`config.mk`:
```
export PLATFORM = sky130hd
export DESIGN_NAME = agc_quantize
export DESIGN_NICKNAME = d
export VERILOG_FILES = /design/src/rtl/agc_quantize.sv
export SDC_FILE = /design/constraint.sdc
export NUM_CORES = 1
export LEC_CHECK = 0
export CORE_MARGIN = 5
export CORE_UTILIZATION = 35
export CTS_CLUSTER_DIAMETER = 100
export DETAILED_ROUTE_END_ITERATION = 8
export PLACE_DENSITY = 0.58
export SETUP_SLACK_MARGIN = 0.4
export SYNTH_ARGS = -nofsm -noshare
export SYNTH_HDL_FRONTEND = slang
export SYNTH_SLANG_ARGS = --single-unit
```
`constraint.sdc`:
```
create_clock -name clk -period 5.8 [get_ports clk]
set_clock_uncertainty 0.15 [all_clocks]
set_input_delay 0.87 -clock clk [delete_from_list [all_inputs] [get_ports clk]]
set_output_delay 0.87 -clock clk [all_outputs]
set_load 0.02 [all_outputs]
```
`src/rtl/agc_quantize.sv`:
```
// Adaptive 2-bit {sign, mag} quantizer for one complex channel. The magnitude threshold
// is retuned once per window so the high-magnitude fraction stays inside [HI_LO, HI_HI].
module agc_quantize #(
    parameter int WINDOW_LOG2 = 12,
    parameter int HI_LO       = 2458,
    parameter int HI_HI       = 2949,
    parameter int THR_INIT    = 16,
    parameter int THR_MIN     = 1,
    parameter int THR_MAX     = 127
) (
    input  logic                   clk,
    input  logic                   reset,
    input  logic                   en,
    input  logic [7:0]             i_in,
    input  logic [7:0]             q_in,
    input  logic                   thr_load,
    input  logic [6:0]             thr_value,
    input  logic                   freeze,
    output logic [1:0]             si,
    output logic [1:0]             sq,
    output logic                   out_valid,
    output logic [6:0]             thr,
    output logic [WINDOW_LOG2+1:0] hi_count,
    output logic                   window_done
);

    localparam int CW = WINDOW_LOG2 + 2;
    localparam logic [CW-1:0] HI_LO_C    = CW'(HI_LO);
    localparam logic [CW-1:0] HI_HI_C    = CW'(HI_HI);
    localparam logic [6:0]    THR_INIT_C = 7'(THR_INIT);
    localparam logic [6:0]    THR_MIN_C  = 7'(THR_MIN);
    localparam logic [6:0]    THR_MAX_C  = 7'(THR_MAX);

    // One's-complement magnitude: -1 maps to 0 and -128 to 127, so it never overflows.
    function automatic logic [6:0] mag_of(input logic [7:0] x);
        return x[7] ? ~x[6:0] : x[6:0];
    endfunction

    function automatic logic [6:0] clamp_thr(input logic [6:0] v);
        if (v < THR_MIN_C)
            return THR_MIN_C;
        else if (v > THR_MAX_C)
            return THR_MAX_C;
        return v;
    endfunction

    logic [WINDOW_LOG2-1:0] cnt;
    logic [CW-1:0]          acc;
    logic                   mag_i_p0, mag_q_p0;
    logic [CW-1:0]          contrib_p0, total_p0;
    logic                   last_p0;
    logic [1:0]             si_p1, sq_p1;
    logic                   vld_p1;

    always_comb begin
        mag_i_p0   = (mag_of(i_in) >= thr);
        mag_q_p0   = (mag_of(q_in) >= thr);
        contrib_p0 = CW'(mag_i_p0) + CW'(mag_q_p0);
        total_p0   = acc + contrib_p0;
        last_p0    = (cnt == {WINDOW_LOG2{1'b1}});
    end

    // p0 -> p1: quantizer outputs, window statistics and threshold step share this edge
    always_ff @(posedge clk or negedge reset) begin
        if (!reset) begin
            si_p1       <= 2'b00;
            sq_p1       <= 2'b00;
            vld_p1      <= 1'b0;
            thr         <= THR_INIT_C;
            hi_count    <= '0;
            window_done <= 1'b0;
            cnt         <= '0;
            acc         <= '0;
        end else begin
            vld_p1      <= en;
            window_done <= 1'b0;
            if (en) begin
                si_p1 <= {i_in[7], mag_i_p0};
                sq_p1 <= {q_in[7], mag_q_p0};
            end
            // A load restarts the window and swallows any sample or window end on this edge.
            if (thr_load) begin
                thr <= clamp_thr(thr_value);
                cnt <= '0;
                acc <= '0;
            end else if (en) begin
                if (last_p0) begin
                    hi_count    <= total_p0;
                    window_done <= 1'b1;
                    cnt         <= '0;
                    acc         <= '0;
                    if (!freeze) begin
                        if (total_p0 > HI_HI_C && thr < THR_MAX_C)
                            thr <= thr + 7'd1;
                        else if (total_p0 < HI_LO_C && thr > THR_MIN_C)
                            thr <= thr - 7'd1;
                    end
                end else begin
                    cnt <= cnt + 1'b1;
                    acc <= total_p0;
                end
            end
        end
    end

    assign si        = si_p1;
    assign sq        = sq_p1;
    assign out_valid = vld_p1;

endmodule

```
After elaboration in Yosys (flattened, before gate mapping)

Cells that the tools add are included.

Reduce and logical (&&, ||, !) cells: 7
Equality and inequality tests: 2
Add/subtract/negate cells: 5
Muxes and demuxes: 23
Bitwise gates (word level): 3
Order comparisons: 8

Operators with widths:

| cell                    | number |
|---|---|
| $mux W7                 | 11 |
| $mux W14                | 3 |
| $mux W12                | 3 |
| $add A14 B2 Y14         | 1 |
| $ge A7 B7 Y1            | 2 |
| $gt A14 B12 Y1 const B  | 1 |
| $lt A14 B12 Y1 const B  | 1 |
| $not A7 Y7              | 2 |
| $add A12 B1 Y12 const B | 1 |
| $eq A12 B12 Y1 const B  | 1 |
| $add A7 B1 Y7 const B   | 1 |
| $gt A7 B1 Y1 const B    | 1 |
| $gt A7 B7 Y1 const B    | 1 |
| $lt A7 B1 Y1 const B    | 1 |
| $lt A7 B7 Y1 const B    | 1 |
| $sub A7 B1 Y7 const B   | 1 |
| $mux W1                 | 6 |
| $reduce_and A4 Y1       | 1 |
| $reduce_bool A2 Y1      | 2 |
| $reduce_and A3 Y1       | 1 |
| $reduce_bool A3 Y1      | 1 |
| $add A1 B1 Y2           | 1 |
| $logic_and A1 B1 Y1     | 2 |
| $ne A2 B2 Y1 const B    | 1 |
| $not A1 Y1              | 1 |

Flip-flop bits (word level): 53
Word-level logic and storage cells: 56
Output and inout port bits: 27

Logic depth before layout (Yosys ltp)

Depth in word-level cells: 13
Mapped depth: 22

Worst setup path before layout

No wires, ideal clock.

Kind: input-to-reg
Start point: input port i_in[7]
End point: register thr[6]
Setup slack: 6 ps
Cell stages on the path: 21
Data required time: 5568 ps
Arrival: 5562 ps
Setup time: 82 ps
Cell sequence: clkbuf_1 > xnor2_1 > ha_1 > nand2b_1 > a21o_1 > a21o_1 > a21o_1 > a21o_1 > a21o_1 > a21o_1 > fa_1 > ha_1 > clkbuf_1 > a21o_2 > a31oi_1 > a21oi_1 > or4_4 > a21boi_4 > mux2_4 > or3_1 > a31oi_1

Longest elaborated chain between the ends: 11

RTL lines:

| element              | RTL line | RTL |
|---|---|---|
| from (decl)          | 14       | `input logic [7:0] i_in,` |
| $mux W7 (*)          | 36       | `return x[7] ? ~x[6:0] : x[6:0];` |
| $ge A7 B7 Y1 (*)     | 56       | `mag_i_p0 = (mag_of(i_in) >= thr);` |
| net mag_i_p0         | 49       | `logic mag_i_p0, mag_q_p0;` |
| $add A1 B1 Y2 (*)    | 58       | `contrib_p0 = CW'(mag_i_p0) + CW'(mag_q_p0);` |
| $add A14 B2 Y14 (*)  | 59       | `total_p0 = acc + contrib_p0;` |
| $gt A14 B12 Y1       | 93       | `if (total_p0 > HI_HI_C && thr < THR_MAX_C)` |
| $logic_and A1 B1 Y1  | 93       |  |
| $mux W7              | 93       |  |
| $mux W7              | 92       | `if (!freeze) begin` |
| $mux W7              | 87       | `if (last_p0) begin` |
| $mux W7              | 86       | `end else if (en) begin` |
| $mux W7              | 82       | `if (thr_load) begin` |
| to (signal assigned) | 83       | `thr <= clamp_thr(thr_value);` |
| to (signal assigned) | 94       | `thr <= thr + 7'd1;` |
| to (signal assigned) | 96       | `thr <= thr - 7'd1;` |
| to (decl)            | 22       | `output logic [6:0] thr,` |

The timed path passes the listed nets; every way through them passes the cells marked *. The select of a mux whose other input is x is not followed.
A chain may end at the register's enable or synchronous reset.

Worst setup path after layout

Start point: input port i_in[2]
End point: register thr[2]

Longest elaborated chain between the ends: 12

RTL lines:

| element             | RTL line |
|---|---|
| $not A7 Y7          | 36 |
| $mux W7 (*)         | 36 |
| $ge A7 B7 Y1 (*)    | 56 |
| net mag_i_p0        | 49 |
| $add A1 B1 Y2 (*)   | 58 |
| $add A14 B2 Y14 (*) | 59 |
| $gt A14 B12 Y1      | 93 |
| $logic_and A1 B1 Y1 | 93 |
| $mux W7             | 93 |
| $mux W7             | 92 |
| $mux W7             | 87 |
| $mux W7             | 86 |
| $mux W7             | 82 |

Marked as above.

==> impl_metrics.env <==
export IMPL_design_area_um2=4332
export IMPL_timing_fmax_mhz=190.3
export IMPL_ys_warnings_count=0
export IMPL_drt_iter0_markers=94
export IMPL_hold_viol=0
export IMPL_max_slew_margin_pct=24.04
export IMPL_crit_family="compound AO/OA/AOI/OAI gates"
export IMPL_setup_viol=0
export IMPL_track_usage_pct=14.77
export IMPL_antenna_found_initial=0
export IMPL_report_final_slew_viol_count=0
export IMPL_syn_num_nets=421
export IMPL_drive_gt1_share_pct=14.45
export IMPL_max_cap_viol_count=0
export IMPL_synth_edff_count=0
export IMPL_vias=2832
export IMPL_wl_mm=8.390
export IMPL_async_flop_share_pct=100.0
export IMPL_grt_first_pass_wirelength_mm=13.94
export IMPL_finalCriticalPeriod_ns=5.256
export IMPL_worst_pin_slew_ns=1.135
export IMPL_finalCoreUtilization_pct=44.94
export IMPL_cpPeakStageDelay_ns=0.55
export IMPL_final_cell_mix="dfrtp_1, nor2_1, clkdlybuf4s50_1"
export IMPL_synth_cell_type_count=55
export IMPL_cts_tree="done"
export IMPL_placed_cell_area_um2=4133
export IMPL_arrival_ns=5.26
export IMPL_required_ns=5.80
export IMPL_worst_slack_ns=0.5445
export IMPL_path_buf_inv=2
export IMPL_gp_congestion=0.8444
export IMPL_path_class="in -> reg"
export IMPL_final_common_cell="dfrtp_1"
export IMPL_syn_area_um2=3417
export IMPL_synthFlopType="dfrtp_1"
export IMPL_synth_seq_cells=53
export IMPL_die_area_um2=11840
export IMPL_cts_made_buffers=5
export IMPL_synth_seq_area_share_pct=38.85
export IMPL_clk_path_buf_depth=2
export IMPL_avgSynthCellArea_um2=9.161
export IMPL_clkTransAtPathRegs_ns=0.10
export IMPL_crit_chain="clkdlybuf4s50_1 -> xor2_1 -> ha_1 -> a21o_1 -> a21o_1 -> a21o_1 -> a21o_1 -> a21o_1 -> fa_2 -> ha_4 -> xor2_1 -> or4_4 -> a222oi_1 -> or4_4 -> a21boi_4 -> buf_4 -> a22oi_1 -> mux2i_1 -> o311ai_0"
export IMPL_grt_setup_unrepaired="no"
export IMPL_ant_nets=0
export IMPL_crit_path_frequent_cell="a21o_1"
export IMPL_die_x_um=108.8
export IMPL_core_um2=9639
export IMPL_rows=36
export IMPL_power_density_nw_per_um2=192.4
export IMPL_num_nets_final=483
export IMPL_cts_sinks=53
export IMPL_slowest_stage="or4_4"
export IMPL_diodes=0
export IMPL_vias_per_cell=4.977
export IMPL_finalCritPeriodShare_pct=90.61
export IMPL_drcViolationCount=0
export IMPL_dpl_hpwl_mm=6.139
export IMPL_firstDrtPassIters=4
export IMPL_vdd_drop_max_uv=87.67
export IMPL_syn_inst=373
export IMPL_cp_end_kind="flop"
export IMPL_startpoint_type="input pin"
export IMPL_grt_pass1_vias=2818
export IMPL_num_io_pins=55
export IMPL_htreeDepth=2
export IMPL_portBuffers=54
export IMPL_area_growth_pct=26.77
export IMPL_cellLeakagePower_uw=0.001925
export IMPL_min_path_type="reg -> reg"
export IMPL_clock_root_buffer="clkbuf_8"
export IMPL_wl_per_cell_um=14.75
export IMPL_overflow=0
export IMPL_n_fill_cell=970
export IMPL_status="completed"
export IMPL_die_h_um=108.8
export IMPL_grt_max_degree=54
export IMPL_cp_max_fo=5
export IMPL_pre_cts_ws_ns=-0.04261
export IMPL_total_power_uw=833.4
export IMPL_start_util_pct=35.45
export IMPL_clock_latency_ns=0.31
logic make-up after synthesis:
| family | synth area share (%) |
|---|---|
| DFF | 38.85 |
| xor gates and xnor gates | 11.02 |
| muxes | 3.918 |
| adders and majority gates | 7.543 |
| buffers and inverters | 3.845 |
| and+or+nand+nor | 18.64 |
| AOI/OAI and AO/OA | 16.19 |
Yosys cell counts, types with 3 or more instances:
cell type / n / area (um^2)
o31ai_1: 4 / 30.03
nor4_1: 5 / 31.28
buf_2: 6 / 30.03
o21ai_0: 27 / 135.1
inv_1: 14 / 52.55
nand2b_1: 3 / 18.77
mux2_2: 7 / 78.83
dfrtp_1: 52 / 1301
nand2_1: 31 / 116.4
nor2_1: 48 / 180.2
a21o_1: 14 / 105.1
a21oi_1: 18 / 90.09
nor3_1: 3 / 15.01
ha_1: 19 / 237.7
clkbuf_1: 11 / 41.29
nand4_1: 6 / 37.54
xnor2_1: 17 / 148.9
nand3_1: 13 / 65.06
xor2_1: 26 / 227.7
mux2i_1: 4 / 40.04
power by group:
group	internal (uW)	switching [uW]	leakage [uW]
logic	107	105	0.00117
clock network	86.6	130	0.0000456
registers	385	20.7	0.000710
total	578	256	0.00192
routing by layer:
metal  share of wire, %  track usage (%)  wire length [um]
met2                 47            23.96              3917
met1                 48            20.27              4055
met5                  0                0                 0
met3                3.9            2.309               325
met4                1.1            4.599                91
state kept, by name (all words and copies together) (netlist names):
register and count:
acc 14, hi_count 14, cnt 12, thr 7, si 2, sq 2, out_valid 1, window_done 1
repair_timing:
action / in CTS / in global routing
hold buffers: 0 / 0
hold endpoints to repair: 0 / 0
pin swaps: 6 / 26
endpoints found under the setup margin: 3 / 7
buffers inserted: 2 / 7
resized for setup: 3 / 19
area by class of cell:
| class | instances | area [um^2] | area share, % |
|---|---|---|---|
| Multi-Input combinational cell | 288 | 2016 | 46.53 |
| Clock buffer | 6 | 72.57 | 1.675 |
| Inverter | 14 | 52.55 | 1.213 |
| Tap cell | 133 | 166.4 | 3.842 |
| Sequential cell | 53 | 1328 | 30.65 |
| Timing Repair Buffer | 73 | 683.2 | 15.77 |
| Clock inverter | 2 | 13.76 | 0.3177 |
final timing paths:
check	cells after the start	from	slack, ns	end
min in group asynchronous	2	reset	0.53	acc[5]
min reg2reg	1	si[1]	0.37	si[1]
max in group asynchronous	2	reset	4.53	thr[3]
min	1	si[1]	0.37	si[1]
max	19	i_in[2]	0.54	thr[2]
max reg2reg	19	thr[0]	0.84	thr[2]
through the flow:
| step | TNS (ns) | hold WS [ns] | cells |
|---|---|---|---|
| 6_report | 0 | 0.3694 | 569 |
| 5_1_grt | 0 | 0.3858 | 569 |
| 2_1_floorplan | 0 | 0.3398 | 373 |
| 4_1_cts | 0 | 0.3777 | 562 |
| 3_3_place_gp | 0 | 0.3408 | 552 |
| 3_5_place_dp | -0.04261 | 0.3481 | 552 |
Power figures use the tool's default switching activity.
